File: config.mk
export PLATFORM = sky130hd
export DESIGN_NAME = axi_read_responder
export DESIGN_NICKNAME = d
export VERILOG_FILES = /design/src/rtl/axi_read_responder_pkg.sv /design/src/rtl/axi_resp_fifo.sv /design/src/rtl/axi_read_responder.sv
export SDC_FILE = /design/constraint.sdc
export NUM_CORES = 1
export LEC_CHECK = 0
export CORE_ASPECT_RATIO = 1.5
export CORE_MARGIN = 2
export CORE_UTILIZATION = 51
export CTS_CLUSTER_SIZE = 28
export DETAILED_ROUTE_END_ITERATION = 8
export HOLD_SLACK_MARGIN = 0.05
export PLACE_DENSITY_LB_ADDON = 0.15
export SLEW_MARGIN = 20
export SYNTH_ARGS = -nofsm -noshare
export SYNTH_HDL_FRONTEND = slang
export SYNTH_SLANG_ARGS = --single-unit
File: constraint.sdc
create_clock -name clk -period 12.1 [get_ports clk]
set_input_delay 3.025 -clock clk [delete_from_list [all_inputs] [get_ports clk]]
set_output_delay 3.025 -clock clk [all_outputs]
set_load 0.005 [all_outputs]
File: src/rtl/axi_read_responder_pkg.sv
// Shared encodings for the AXI read responder: burst types, response codes,
// the queued AR control fields and the burst legality check.
`ifndef PADDR_SIZE
`define PADDR_SIZE 32
`endif
`ifndef XLEN
`define XLEN 64
`endif

package axi_read_responder_pkg;

  typedef enum logic [1:0] {
    BURST_FIXED = 2'd0,
    BURST_INCR  = 2'd1,
    BURST_WRAP  = 2'd2,
    BURST_RSVD  = 2'd3
  } burst_e;

  localparam logic [1:0] RESP_OKAY   = 2'b00;
  localparam logic [1:0] RESP_SLVERR = 2'b10;

  typedef struct packed {
    logic [7:0] len;
    logic [2:0] size;
    burst_e     burst;
  } ar_ctrl_t;

  // A bad burst still returns len+1 beats, but with SLVERR and no SRAM reads.
  function automatic logic burst_is_bad(input ar_ctrl_t c, input int nb_log2);
    logic wrap_len_ok;
    wrap_len_ok = (c.len == 8'd1) || (c.len == 8'd3) || (c.len == 8'd7) || (c.len == 8'd15);
    return (c.burst == BURST_RSVD) || (int'(c.size) > nb_log2) ||
           ((c.burst == BURST_WRAP) && !wrap_len_ok);
  endfunction

endpackage

File: src/rtl/axi_resp_fifo.sv
// Two-entry FIFO of arbitrary width; head is valid whenever count is non-zero.
module axi_resp_fifo #(
  parameter int WIDTH = 8
) (
  input  logic             clk,
  input  logic             rst,
  input  logic             push,
  input  logic [WIDTH-1:0] push_data,
  input  logic             pop,
  output logic [WIDTH-1:0] head,
  output logic [1:0]       count
);

  logic [WIDTH-1:0] mem [2];
  logic             wr_ptr;
  logic             rd_ptr;
  logic             do_push;
  logic             do_pop;

  assign do_push = push && (count != 2'd2);
  assign do_pop  = pop && (count != 2'd0);
  assign head    = mem[rd_ptr];

  always_ff @(posedge clk or negedge rst) begin
    if (!rst) begin
      wr_ptr <= 1'b0;
      rd_ptr <= 1'b0;
      count  <= 2'd0;
    end else begin
      if (do_push) wr_ptr <= ~wr_ptr;
      if (do_pop)  rd_ptr <= ~rd_ptr;
      case ({do_push, do_pop})
        2'b10:   count <= count + 2'd1;
        2'b01:   count <= count - 2'd1;
        default: count <= count;
      endcase
    end
  end

  always_ff @(posedge clk) begin
    if (do_push) mem[wr_ptr] <= push_data;
  end

endmodule

File: src/rtl/axi_read_responder.sv
// AXI read-channel responder: queues AR requests, walks each burst against a
// one-cycle-latency SRAM and returns beats through a fall-through skid FIFO.
`ifndef PADDR_SIZE
`define PADDR_SIZE 32
`endif
`ifndef XLEN
`define XLEN 64
`endif

module axi_read_responder
  import axi_read_responder_pkg::*;
#(
  parameter int ADDR_W = `PADDR_SIZE,
  parameter int DATA_W = `XLEN,
  parameter int ID_W   = 4
) (
  input  logic              clk,
  input  logic              rst,
  input  logic              ar_valid,
  output logic              ar_ready,
  input  logic [ID_W-1:0]   ar_id,
  input  logic [ADDR_W-1:0] ar_addr,
  input  logic [7:0]        ar_len,
  input  logic [2:0]        ar_size,
  input  logic [1:0]        ar_burst,
  output logic              r_valid,
  input  logic              r_ready,
  output logic [ID_W-1:0]   r_id,
  output logic [DATA_W-1:0] r_data,
  output logic [1:0]        r_resp,
  output logic              r_last,
  output logic              mem_ren,
  output logic [ADDR_W-1:0] mem_raddr,
  input  logic [DATA_W-1:0] mem_rdata
);

  localparam int NB      = DATA_W / 8;
  localparam int NB_LOG2 = $clog2(NB);
  localparam int AR_W    = ID_W + ADDR_W + $bits(ar_ctrl_t);
  localparam int R_W     = ID_W + DATA_W + 3;

  typedef enum logic {ST_IDLE, ST_BURST} state_e;

  function automatic logic [ADDR_W-1:0] next_addr(input logic [ADDR_W-1:0] a, input ar_ctrl_t c);
    logic [ADDR_W-1:0] step;
    logic [ADDR_W-1:0] mask;
    step = ADDR_W'(1) << c.size;
    mask = ((ADDR_W'(c.len) + ADDR_W'(1)) << c.size) - ADDR_W'(1);
    case (c.burst)
      BURST_INCR: return a + step;
      BURST_WRAP: return (a & ~mask) | ((a + step) & mask);
      default:    return a;
    endcase
  endfunction

  // AR queue
  ar_ctrl_t          ar_ctrl_in;
  logic [AR_W-1:0]   ar_head;
  logic [1:0]        ar_count;
  logic              ar_push;
  logic              ar_pop;
  logic [ID_W-1:0]   hd_id;
  logic [ADDR_W-1:0] hd_addr;
  ar_ctrl_t          hd_ctrl;

  assign ar_ready   = rst && (ar_count != 2'd2);
  assign ar_push    = ar_valid && ar_ready;
  assign ar_ctrl_in = '{len: ar_len, size: ar_size, burst: burst_e'(ar_burst)};
  assign {hd_id, hd_addr, hd_ctrl} = ar_head;

  axi_resp_fifo #(.WIDTH(AR_W)) u_ar_q (
    .clk       (clk),
    .rst       (rst),
    .push      (ar_push),
    .push_data ({ar_id, ar_addr, ar_ctrl_in}),
    .pop       (ar_pop),
    .head      (ar_head),
    .count     (ar_count)
  );

  // Stage p0: burst context and beat issue
  state_e            state_q;
  state_e            state_d;
  logic [7:0]        beat_p0;
  logic [ADDR_W-1:0] addr_p0;
  logic [ID_W-1:0]   id_p0;
  ar_ctrl_t          ctrl_p0;
  logic              err_p0;
  logic              issue;
  logic              room;

  // Stage p1: SRAM data returning, then skid FIFO
  logic              vld_p1;
  logic              last_p1;
  logic              err_p1;
  logic [ID_W-1:0]   id_p1;
  logic [DATA_W-1:0] data_in;
  logic [1:0]        resp_in;
  logic [R_W-1:0]    beat_in;
  logic [R_W-1:0]    skid_head;
  logic [R_W-1:0]    r_bus;
  logic [1:0]        skid_count;
  logic              skid_push;
  logic              skid_pop;
  logic              deliver;
  logic [2:0]        pending;

  always_comb begin
    state_d = state_q;
    ar_pop  = 1'b0;
    issue   = 1'b0;
    case (state_q)
      ST_IDLE: begin
        if (ar_count != 2'd0) begin
          ar_pop  = 1'b1;
          state_d = ST_BURST;
        end
      end
      ST_BURST: begin
        if (room) begin
          issue = 1'b1;
          if (beat_p0 == ctrl_p0.len) state_d = ST_IDLE;
        end
      end
      default: state_d = ST_IDLE;
    endcase
  end

  assign mem_ren   = issue && !err_p0;
  assign mem_raddr = addr_p0 & ~ADDR_W'(NB - 1);

  always_ff @(posedge clk or negedge rst) begin
    if (!rst) begin
      state_q <= ST_IDLE;
      beat_p0 <= 8'd0;
      vld_p1  <= 1'b0;
    end else begin
      state_q <= state_d;
      vld_p1  <= issue;
      if (ar_pop)     beat_p0 <= 8'd0;
      else if (issue) beat_p0 <= beat_p0 + 8'd1;
    end
  end

  always_ff @(posedge clk) begin
    if (ar_pop) begin
      addr_p0 <= hd_addr;
      id_p0   <= hd_id;
      ctrl_p0 <= hd_ctrl;
      err_p0  <= burst_is_bad(hd_ctrl, NB_LOG2);
    end else if (issue) begin
      addr_p0 <= next_addr(addr_p0, ctrl_p0);
    end
    if (issue) begin
      id_p1   <= id_p0;
      last_p1 <= (beat_p0 == ctrl_p0.len);
      err_p1  <= err_p0;
    end
  end

  // Beats pass straight through when the skid is empty and the initiator is
  // ready; otherwise they park in the skid. Issue only when every outstanding
  // beat is guaranteed a skid slot.
  assign data_in   = err_p1 ? '0 : mem_rdata;
  assign resp_in   = err_p1 ? RESP_SLVERR : RESP_OKAY;
  assign beat_in   = {id_p1, data_in, resp_in, last_p1};
  assign r_valid   = (skid_count != 2'd0) || vld_p1;
  assign deliver   = r_valid && r_ready;
  assign skid_pop  = (skid_count != 2'd0) && r_ready;
  assign skid_push = vld_p1 && !((skid_count == 2'd0) && r_ready);
  assign pending   = {1'b0, skid_count} + {2'b00, vld_p1} - {2'b00, deliver};
  assign room      = (pending < 3'd2);

  axi_resp_fifo #(.WIDTH(R_W)) u_skid (
    .clk       (clk),
    .rst       (rst),
    .push      (skid_push),
    .push_data (beat_in),
    .pop       (skid_pop),
    .head      (skid_head),
    .count     (skid_count)
  );

  always_comb begin
    r_bus = '0;
    if (skid_count != 2'd0) r_bus = skid_head;
    else if (vld_p1)        r_bus = beat_in;
  end

  assign {r_id, r_data, r_resp, r_last} = r_bus;

endmodule

==> impl_metrics.yaml <==
route:
  first_pass_iters: 5
  routed_wl_mm: 32.9
  first_iter_violations: 749
  wire_per_inst_um: 18.7
  avgViaCountPerCell: 5.61
  ant_nets: 0
  drc: 0
  vias: 9889
pwr:
  p_leak_uw: 0.00623
  cellPowerDensity_mw_per_mm2: 210
  ir_worst_vdd_v: 0.000142
  power.total_uw: 3840
synth:
  ys_warn_count: 0
  synth_cells: 1191
  syn_area_per_cell_um2: 12.7
  async_flop_share_pct: 5.77
  synth.area.top_cells: "edfxtp_1 58%, mux2i_1 6.0%, nor2b_1 3.5%"
  yosysMostFrequentCell: "edfxtp_1"
  synthesis.area_mm2: 0.0151
  ys_top_cells_by_count: "294 x edfxtp_1, 91 x mux2i_1, 88 x o21ai_0"
  synth_ff_type: "edfxtp_1"
  synth_cell_types: 76
  synth_top_area_share_pct: 58.4
  synth_largest_area_cell: "edfxtp_1"
  synth_edf_count: 294
  synth_seq_cells: 312
  seq_area_frac_synth_pct: 61.4
timing:
  setup_viol: 0
  drv_slew: 0
  fmax_ghz: 0.111
  grt_setup_unrepaired: "false"
  min_period_ps: 9040
  fin_setup_tns_ps: 0
  clock_skew_ps: 8.60
  hold_viol_final: 0
  tightest_slew_ps: 1050
  maxSlewHeadroom_pct: 29.9
  finalCritPeriodShare_pct: 74.7
layout:
  drive_gt1_share_pct: 7.60
  n_fill_cell: 2357
  nets: 1482
  area_delta_synth_final_pct: 21.0
  seq_area_mm2: 0.00929
  layout.cells.non_filler: 1764
  num_antenna_cells: 0
  multi_input_area_mm2: 0.00527
cts:
  holdBufCountCts: 0
  tritoncts: "built"
  h-tree-depth: 1
  clock_latency_ps: 550
  cts_root_buffer: "clkbuf_16"
  cts-resized-gates: 0
  clockBufferDepth: 3
  post_cts_buffers: 0
  numCtsBuffers: 29
  cts_num_sinks: 312
  clk_pin_slew_worst_paths_ps: 60
global_route:
  grt_pass1_vias: 9916
  grt_pass1_wl_mm: 51.0
  grt_usage_pct: 20.7
  grt_max_degree: 119
  grt_overflow: 0
  antenna_found_initial: 0
worst_setup_path:
  crit_top_cell: "clkdlybuf4s50_1"
  critical-path-max-stage-delay_ps: 640
  worst-path-buf-inv: 2
  worstSetupPathType: "in2out"
  end_kind: "output port"
  path_cells: "clkdlybuf4s50_1 > and2_1 > ha_1 > nand2b_1 > fa_1 > xnor2_1 > and3_1 > nor2b_1 > clkdlybuf4s50_1"
  worst_ep_arrival_time_ps: 6020
  critPathTopFamily: "simple AND/OR/NAND/NOR gates"
  critPathRequiredTime_ps: 9070
  critPathMaxFanout: 17
  crit_slowest_cell: "and3_1"
  critPathLaunchType: "input port"
floorplan:
  core-area_mm2: 0.0293
  die_w_um: 145
  initial_core_util_pct: 51.6
  rows: 77
  die_h_um: 215
  pin_count: 223
  die-area_mm2: 0.0311
run:
  maxCapViolCount: 0
placement:
  placed_cells: 1712
  place_congestion: 0.902
  dpl.hpwl_mm: 21.2
  numPortBuffers: 218
worst_hold_path:
  hold_path.class: "reg2reg"
run_status:
  outcome: "finished, final reports clean"
==> per-stage QoR <==
step | hold WS [ps] | setup slack [ps] | cell area (um2) | util, %
after floorplan | 400 | 4230 | 15100 | -
after global placement | 400 | 3070 | 17400 | 59.3
after detailed placement | 413 | 3050 | 17400 | 59.3
after CTS | 430 | 3050 | 18300 | 62.4
after global routing | 437 | 2870 | 18300 | 62.4
final | 427 | 3060 | 18300 | 62.4
==> cell families (layout without fill, tap and decap cells) <==
group                      count (synthesis)  count (layout)  share of synthesized area [%]
AOI/OAI and AO/OA                        218             218                           9.58
xor gates and xnor gates                  63              63                           3.65
adders and majority gates                 17              17                           1.51
buffers and inverters                    121             296                           4.08
DFF                                      312             312                           61.4
muxes                                    113             113                           7.74
other                                      1               4                         0.0248
and+or+nand+nor                          346             346                           12.0
==> power breakdown <==
group | internal (uW) | switching, uW | total [uW]
sequential | 1490 | 131 | 1620
combinational | 640 | 704 | 1340
clock | 501 | 376 | 877
==> final timing paths <==
kind,startpoint,endpoint,slack (ps),depth (start not counted)
max,r_ready,mem_ren,3060,9
max reg2reg,vld_p1,register,7880,10
min,id_p0[3],id_p1[3],430,0
min in group asynchronous,rst,beat_p0[7],2980,1
min reg2reg,id_p0[3],id_p1[3],430,0
max in group asynchronous,rst,u_skid.rd_ptr,8480,1
==> area by class of cell <==
cell class,instances,share of cell area [%]
Tap cell,395,2.70
Inverter,14,0.287
Sequential cell,312,50.8
Multi-Input combinational cell,761,28.8
Clock inverter,11,0.595
Timing Repair Buffer,230,12.4
Clock buffer,41,4.38
==> layer usage <==
layer	vias to the layer above	part of all wire (%)	global-route usage, %
met5	-	0	0
met4	0	2.9	6.89
met3	65	5.8	2.94
met2	291	52	38.2
met1	4796	39	24.4
li1	4737	-	-
==> worst register-to-register path: stages, from the launching register on <==
cell and delay (ps):
dfrtp_2 390, buf_4 340, or3_1 510, and2_1 170
ha_1 260, nand2b_1 150, fa_1 410, xnor2_1 140
and3_1 430, a21oi_4 850, nor2_1 280
==> placed cells by master (no fill, tap or decap), types with 6 or more instances in the layout <==
| master | count |
|---|---|
| edfxtp_1 | 294 |
| clkdlybuf4s50_1 | 218 |
| mux2i_1 | 91 |
| o21ai_0 | 88 |
| nor2b_1 | 85 |
| nand3_1 | 82 |
| nor2_1 | 63 |
| xor2_1 | 37 |
| nand2_1 | 34 |
| a21oi_1 | 34 |
| a211oi_1 | 30 |
| clkbuf_16 | 29 |
| xnor2_1 | 26 |
| mux2_2 | 21 |
| nor3_1 | 17 |
| and3_1 | 16 |
| nand4_1 | 15 |
| ha_1 | 15 |
| dfrtp_1 | 15 |
| buf_4 | 12 |
| inv_1 | 11 |
| clkbuf_1 | 9 |
| nand2b_1 | 6 |
| a211oi_2 | 6 |
Power figures use the tool's default switching activity.
